File: src/rtl/alu_check_stage.sv
// alu_check_stage: self-checking wrapper around a combinational ALU.
// Accepts test vectors over valid/ready and drives them onto the ALU.
// After a settle window it compares the ALU outputs with the expected values
// and keeps saturating pass/fail tallies plus the index of the first failure.
module alu_check_stage #(
    parameter int WIDTH  = 32,
    parameter int CNT_W  = 8,
    parameter int SETTLE = 1
) (
    input  logic             clk,
    input  logic             rst_n,
    input  logic             vec_valid,
    output logic             vec_ready,
    input  logic [2:0]       vec_f,
    input  logic [WIDTH-1:0] vec_a,
    input  logic [WIDTH-1:0] vec_b,
    input  logic [WIDTH-1:0] vec_y,
    input  logic             vec_zero,
    input  logic             vec_last,
    output logic [2:0]       alu_f,
    output logic [WIDTH-1:0] alu_a,
    output logic [WIDTH-1:0] alu_b,
    input  logic [WIDTH-1:0] alu_y,
    input  logic             alu_zero,
    output logic [CNT_W-1:0] pass_cnt,
    output logic [CNT_W-1:0] fail_cnt,
    output logic [CNT_W-1:0] first_fail_idx,
    output logic             first_fail_valid,
    output logic             mismatch,
    output logic             done
);

    // Settle counter only ever holds SETTLE-1.
    localparam int SW = (SETTLE > 1) ? $clog2(SETTLE) : 1;
    localparam logic [SW-1:0]    SETTLE_LD = SW'(SETTLE - 1);
    localparam logic [CNT_W-1:0] CNT_MAX   = '1;

    typedef enum logic [1:0] {
        IDLE = 2'd0,
        WAIT = 2'd1,
        DONE = 2'd2
    } state_t;

    state_t           state;
    state_t           next_state;
    logic [SW-1:0]    settle_cnt;
    logic [WIDTH-1:0] exp_y;
    logic             exp_zero;
    logic             exp_last;
    logic [CNT_W-1:0] idx;
    logic             accept;
    logic             sample;
    logic             match;

    function automatic logic [CNT_W-1:0] sat_inc(input logic [CNT_W-1:0] v);
        return (v == CNT_MAX) ? v : v + 1'b1;
    endfunction

    assign accept = vec_valid && vec_ready;
    assign sample = (state == WAIT) && (settle_cnt == '0);
    // An X/Z anywhere makes match non-1, which lands in the mismatch branch.
    assign match  = (alu_y == exp_y) && (alu_zero == exp_zero);

    // State register.
    always_ff @(posedge clk) begin
        if (!rst_n) state <= IDLE;
        else        state <= next_state;
    end

    // Next-state: one vector in flight at a time, DONE is terminal until reset.
    always_comb begin
        next_state = state;
        case (state)
            IDLE:    if (vec_valid) next_state = WAIT;
            WAIT:    if (settle_cnt == '0) next_state = exp_last ? DONE : IDLE;
            DONE:    next_state = DONE;
            default: next_state = IDLE;
        endcase
    end

    // Handshake and completion flags decode straight from the state.
    always_comb begin
        vec_ready = 1'b0;
        done      = 1'b0;
        case (state)
            IDLE:    vec_ready = 1'b1;
            DONE:    done      = 1'b1;
            default: ;
        endcase
    end

    // Vector capture, settle countdown, verdict and tally updates.
    always_ff @(posedge clk) begin
        if (!rst_n) begin
            alu_f            <= '0;
            alu_a            <= '0;
            alu_b            <= '0;
            exp_y            <= '0;
            exp_zero         <= 1'b0;
            exp_last         <= 1'b0;
            settle_cnt       <= '0;
            idx              <= '0;
            pass_cnt         <= '0;
            fail_cnt         <= '0;
            first_fail_idx   <= '0;
            first_fail_valid <= 1'b0;
            mismatch         <= 1'b0;
        end else begin
            mismatch <= 1'b0;
            if (accept) begin
                alu_f      <= vec_f;
                alu_a      <= vec_a;
                alu_b      <= vec_b;
                exp_y      <= vec_y;
                exp_zero   <= vec_zero;
                exp_last   <= vec_last;
                settle_cnt <= SETTLE_LD;
            end else if (state == WAIT && !sample) begin
                settle_cnt <= settle_cnt - 1'b1;
            end else if (sample) begin
                if (match) begin
                    pass_cnt <= sat_inc(pass_cnt);
                end else begin
                    fail_cnt <= sat_inc(fail_cnt);
                    mismatch <= 1'b1;
                    if (!first_fail_valid) begin
                        first_fail_idx   <= idx;
                        first_fail_valid <= 1'b1;
                    end
                end
                idx <= sat_inc(idx);
            end
        end
    end

endmodule

File: config.mk
export PLATFORM = sky130hd
export DESIGN_NAME = alu_check_stage
export DESIGN_NICKNAME = d
export VERILOG_FILES = /design/src/rtl/alu_check_stage.sv
export SDC_FILE = /design/constraint.sdc
export NUM_CORES = 1
export LEC_CHECK = 0
export CORE_MARGIN = 2
export CORE_UTILIZATION = 40
export CTS_CLUSTER_DIAMETER = 60
export DETAILED_ROUTE_END_ITERATION = 6
export DONT_BUFFER_PORTS = 1
export PLACE_DENSITY = 0.63
export SYNTH_ARGS = -nofsm -noshare
export SYNTH_HDL_FRONTEND = slang
export SYNTH_SLANG_ARGS = --single-unit
File: constraint.sdc
create_clock -name clk -period 5.24 [get_ports clk]
set_input_delay 1.31 -clock clk [delete_from_list [all_inputs] [get_ports clk]]
set_output_delay 1.31 -clock clk [all_outputs]
set_load 0.005 [all_outputs]
==> metrics.cfg, run 1 <==
[detailed_routing]
drt_wl_total_mm=13.7
drtPass1Iterations=4
vias=4387
first_iter_violations=220
wl_per_cell_um=16.2
drc=0
postRouteAntennaNets=0
avgViaCountPerCell=5.19

[floorplanning]
die-width_um=121
die_area_um2=14600
io_pins=232
start_util_pct=41.2
core_area_um2=13300
rows=42
dieHeight_um=121

[synthesis]
ys_ff_latch=138
synth_warnings=0
synth_area_um2=5480
synth_area_per_cell_um2=8.09
syn_nets=817
ys.flop_type=dfxtp_1
synth_top_area_cell=dfxtp_1
yosysTopAreaCellShare_pct=50.5
synth.area.top_cells=dfxtp_1 (50%), nand2_1 (16%), a21oi_1 (9.6%)
synth_cell_types=41
syn_inst=677
synth_sequential_area_ratio_pct=50.5
async_reset_ff_share_pct=0
synth_edf_count=0

[power]
irDropWorstVdd_mv=0.191
power_leakage_uw=0.00241
p_per_area_nw_per_um2=423
power_uw=2630

[final_layout]
syn_to_final_growth_pct=13.6
fin_util_pct=46.8
register_area_um2=2760
drive_above_1_share_pct=5.97
multi_input_area_um2=2540
nFillCells=1320
num_antenna_cells=0
layout.nets=797

[timing]
fin_crit_sh_pct=53.9
slew_headroom_pct=26.7
final-max-slew-violation-count=0
rsz0062_at_grt=no
period_minus_slack_ns=2.83
setup_viol=0
finalWorstSetupSlack_ns=2.41
fmax_mhz=354
fin_worst_skew_ns=0.00568
max_slew.worst_pin.slew_ns=1.10
fin_setup_tns_ns=0
hold_viol_final=0

[setup_path]
critPathCaptureType=register
cp.required_ns=5.54
worstSetupPathType=input port to register
crit_chain=xor2_1 > nor4_1 > nand4_1 > or4_4 > or3_1 > mux2i_1
cpPeakStageDelay_ns=0.60
worstSetupStartpointType=input port
cp.buffers_inverters=0
path_max_fanout=10
slowest_stage=or4_4
arrival_ns=3.13
cpLargestDelayFamily=simple AND/OR/NAND/NOR gates

[run]
maxCapViolations=0

[clock_network]
cts_max_level=4
cts_sinks=138
cts_tree=yes
clockBufferDepth=2
clock_latency_ns=0.41
path_clk_slew_ns=0.06
cts_resized=0
post-cts-setup-buffers=0
ctsHoldBuffers=0
root_buffer=clkbuf_16
cts_made_buffers=17

[placed_design]
gp_congestion=0.816
io_buffers=0
dpl.hpwl_mm=9.68
preCtsSetupSlack_ns=1.91

[global_routing]
grt_use_total_pct=18.9
grt_max_degree=103
grt_pass1_vias=4451
antenna_found_initial=0
overflow=0
grt_pass1_wl_mm=21.6

[worst_hold_path]
hold_class=register to register

[outcome]
status=finished, final reports clean

-- power breakdown --
| part | internal [uW] | total [uW] | switching (uW) |
|---|---|---|---|
| registers | 1100 | 1140 | 40.5 |
| clock network | 882 | 1330 | 447 |
| logic | 55.4 | 158 | 103 |
-- Yosys cell counts, types with 6 or more instances --
cell type,number
nand2_1,238
dfxtp_1,138
a21oi_1,105
clkbuf_1,34
xor2_1,33
mux2i_1,19
nor2_1,18
nand3_1,11
nand2b_1,9
nor3_1,8
xnor2_1,7
nor4_1,6
-- metrics by stage --
| step | std cells | area, um^2 | hold slack, ns |
|---|---|---|---|
| 6_report | 846 | 6220 | 0.466 |
| 3_3_place_gp | 814 | 5560 | 0.447 |
| 5_1_grt | 846 | 6220 | 0.486 |
| 2_1_floorplan | 677 | 5480 | 0.437 |
| 3_5_place_dp | 814 | 5560 | 0.459 |
| 4_1_cts | 846 | 6220 | 0.466 |
-- worst paths after layout --
check                                             from                       end  slack, ns  cells past startpoint
worst max-delay path                         alu_y[28]  pass_cnt[6]$_SDFFE_PN0P_       2.41                      6
worst min-delay path            exp_y[29]$_SDFFE_PN0P_    exp_y[29]$_SDFFE_PN0P_       0.47                      2
worst max register to register   state[0]$_SDFFE_PN0P_       idx[5]$_SDFFE_PN0P_       2.87                      6
worst min register to register  exp_y[29]$_SDFFE_PN0P_    exp_y[29]$_SDFFE_PN0P_       0.47                      2
-- per-layer routing --
layer  track usage (%)  up-vias  part of all wire (%)
met5                 0        -                     0
met4              6.03        0                   1.6
met3              10.5       17                    11
met2              31.1      164                    48
met1              20.5     2014                    39
li1                  -     2192                     -
-- worst min-delay path: cells and delay by family (launching register included) --
family          cells  cell delay (ns)
simple gates        1             0.05
compound gates      1             0.05
flops               1             0.31
-- placed cells by master (no fill, tap or decap), types with 2 or more instances in the layout --
cell	n
or3_1	5
bufinv_16	5
xnor2_1	7
nand4_1	4
clkbuf_16	17
o31ai_1	2
nand2_1	237
nor2_1	18
nor4_2	3
nor3_1	8
inv_1	3
nand3_1	11
clkinvlp_4	3
mux2i_1	19
nor2b_1	2
buf_4	2
dfxtp_1	138
ha_1	3
xor2_1	33
clkinv_2	3
a21oi_1	105
clkbuf_8	3
nand2b_1	9
nor4_1	6
and3_1	3
-- sequential cells by signal, indices dropped and copies added (netlist names) --
signal            count
alu_b                32
mismatch              1
alu_f                 3
alu_a                32
first_fail_valid      1
fail_cnt              8
exp_last              1
exp_zero              1
first_fail_idx        8
state                 2
idx                   8
exp_y                32
settle_cnt            1
pass_cnt              8
-- cell families after synthesis --
logic type	Yosys count	share of synthesized area, %
adder cells (fa/ha/maj)	3	0.686
buffers and inverters	45	3.24
AND/OR/NAND/NOR	314	24.3
flip-flops	138	50.5
XOR/XNOR	40	6.40
AO/OA/AOI/OAI	118	11.4
multiplexers	19	3.47
-- final cells by class --
class	instances	share of cell area, %
sequential	138	44.4
tap	176	3.54
multi-input combinational	494	40.9
inverter	4	0.261
clock inverter	11	3.08
clock buffer	21	7.56
timing repair buffer	2	0.241
No activity file was read; power rests on OpenSTA's default activity.
==> run 2, diff against run 1 <==
- clock period: 5.24 -> 2.8 ns (I/O delays scaled with it)
==> run 2 against run 1 <==
First-iteration DRC count shrank 14%. Clock skew grew 0.0050 ns. Clock power grew 71%. Count of clock-buffer cells in the layout shrank 1. Core utilization grew 0.36 points. Register-to-register slack lost 2.5 ns. Cell area grew 0.76%. Non-clock buffer count grew 8. Sequential power grew 88%. Worst hold slack lost 0.056 ns. Setup slack lost 2.0 ns. Critical path depth grew 2. Critical path type is now register to register.
==> metrics.cfg, run 2 (synthesis results as in run 1) <==
[floorplanning]
io_pins=232
start_util_pct=41.2
rows=42
core_area_um2=13300
die_area_um2=14600
dieHeight_um=121
die-width_um=121

[power]
p_per_area_nw_per_um2=756
power_leakage_uw=0.00244
power_uw=4740
irDropWorstVdd_mv=0.392

[detailed_routing]
route.met3.wl_mm=1.60
vias=4459
postRouteAntennaNets=0
top_layer_used=met4
met2WireLength_mm=6.88
met1_length_mm=5.15
drc=0
drt_wl_total_mm=13.8
drtPass1Iterations=4
avgViaCountPerCell=5.23
first_iter_violations=189
wl_per_cell_um=16.2

[timing]
max_slew.worst_pin.slew_ns=1.06
fmax_mhz=417
rsz0062_at_grt=no
setup_viol=0
slew_headroom_pct=29.0
period_minus_slack_ns=2.40
fin_worst_skew_ns=0.0107
fin_crit_sh_pct=85.6
final-max-slew-violation-count=0
fin_setup_tns_ns=0
hold_viol_final=0

[final_layout]
num_antenna_cells=0
layout_common_cells=nand2_1 (237), dfxtp_1 (138), a21oi_1 (105)
final_cells=853
final_area_um2=6270
layout_commonest_cell=nand2_1
drive_above_1_share_pct=7.09
layout.nets=805
syn_to_final_growth_pct=14.5
reg_top3=alu_a (32), alu_b (32), exp_y (32)

[setup_path]
critPathLaunch=exp_y[28]$_SDFFE_PN0P_
ff2ff_path_depth=8
critPathCaptureType=register
r2r-end=pass_cnt[3]$_SDFFE_PN0P_
reg2reg_slack_ns=0.40
rr_startpoint=exp_y[28]$_SDFFE_PN0P_
arrival_ns=2.73
cp.required_ns=3.14
worstSetupPathType=register to register
worstSetupStartpointType=register
path_max_fanout=7

[global_routing]
grt_max_degree=102
overflow=0
grt_pass1_vias=4477
grt_pass1_wl_mm=21.7
grt_use_total_pct=19.0
antenna_found_initial=0

[worst_hold_path]
holdPathStages=1
whs_endpoint=first_fail_valid$_SDFFE_PN0P_
hold_class=input port to register
hp-start=rst_n

[placed_design]
placedCellCount=822
dpl.hpwl_mm=9.94
gp_congestion=0.828
dpl_cell_area_um2=5660
io_buffers=0

[clock_network]
cts_sinks=138
cts_made_buffers=17
clock_latency_ns=0.42
clockBufferDepth=2
post-cts-setup-buffers=0
cts_resized=0
cts_tree=yes
root_buffer=clkbuf_16
path_clk_slew_ns=0.06
ctsHoldBuffers=0
cts_max_level=4

[run]
maxCapViolations=0

[outcome]
status=finished, final reports clean

-- run 2: cell count changes in the layout (fill, tap and decap cells not counted) --
cell and delta:
bufinv_16 -2, buf_4 +5, clkinv_2 +1, buf_12 +3, clkinv_4 +1, clkbuf_1 -1
-- run 2: cell type report --
| class | count | area [um^2] |
|---|---|---|
| clock buffers | 20 | 467 |
| clock inverters | 11 | 145 |
| fillers | 1299 | 7030 |
| inverters | 4 | 16.3 |
| multi-input cells | 494 | 2540 |
| flip-flops and latches | 138 | 2760 |
| well taps | 176 | 220 |
| repair buffers | 10 | 113 |
-- run 2: power by group --
| group | internal (uW) | total (uW) | leakage (uW) | switching (uW) |
|---|---|---|---|---|
| logic | 116 | 314 | 0.00102 | 197 |
| registers | 2060 | 2140 | 0.00113 | 75.3 |
| clock network | 1460 | 2280 | 0.000294 | 822 |
-- run 2: worst max-delay path, cell delays in order (launching register included) --
cell and delay [ns]:
dfxtp_1 0.32, xor2_1 0.16, nor4_1 0.42, buf_4 0.19
nand4_1 0.12, or4_4 0.57, buf_4 0.17, nor4_1 0.22
o21bai_1 0.16
-- run 2: through the flow --
step	utilization, %	hold WS (ns)	setup slack [ns]
after floorplan	-	0.437	0.354
after global placement	42.5	0.448	0.0603
after detailed placement	42.5	0.448	0.0511
after CTS	47.1	0.382	0.409
after global routing	47.1	0.385	0.307
final	47.1	0.410	0.404
-- run 2: layer usage --
metal / global-route usage (%) / vias to the layer above
met5: 0 / -
met4: 9.30 / 0
met3: 8.98 / 21
met2: 31.4 / 178
met1: 20.3 / 2058
li1: - / 2202
-- run 2: how the worst max path moves through the flow --
stage,to,slack (ns),depth (start not counted)
global placement,pass_cnt[6]$_SDFFE_PN0P_,0.06,7
global route,pass_cnt[3]$_SDFFE_PN0P_,0.31,8
detailed placement,pass_cnt[3]$_SDFFE_PN0P_,0.05,8
CTS,pass_cnt[3]$_SDFFE_PN0P_,0.41,8
floorplan,pass_cnt[6]$_SDFFE_PN0P_,0.35,7
finish,pass_cnt[3]$_SDFFE_PN0P_,0.40,8
==> run 3, diff against run 2 <==
- SKIP_CTS_REPAIR_TIMING: default -> 1
==> results of run 3 <==
Final layout, timing and power as in run 2 (identical DEF).
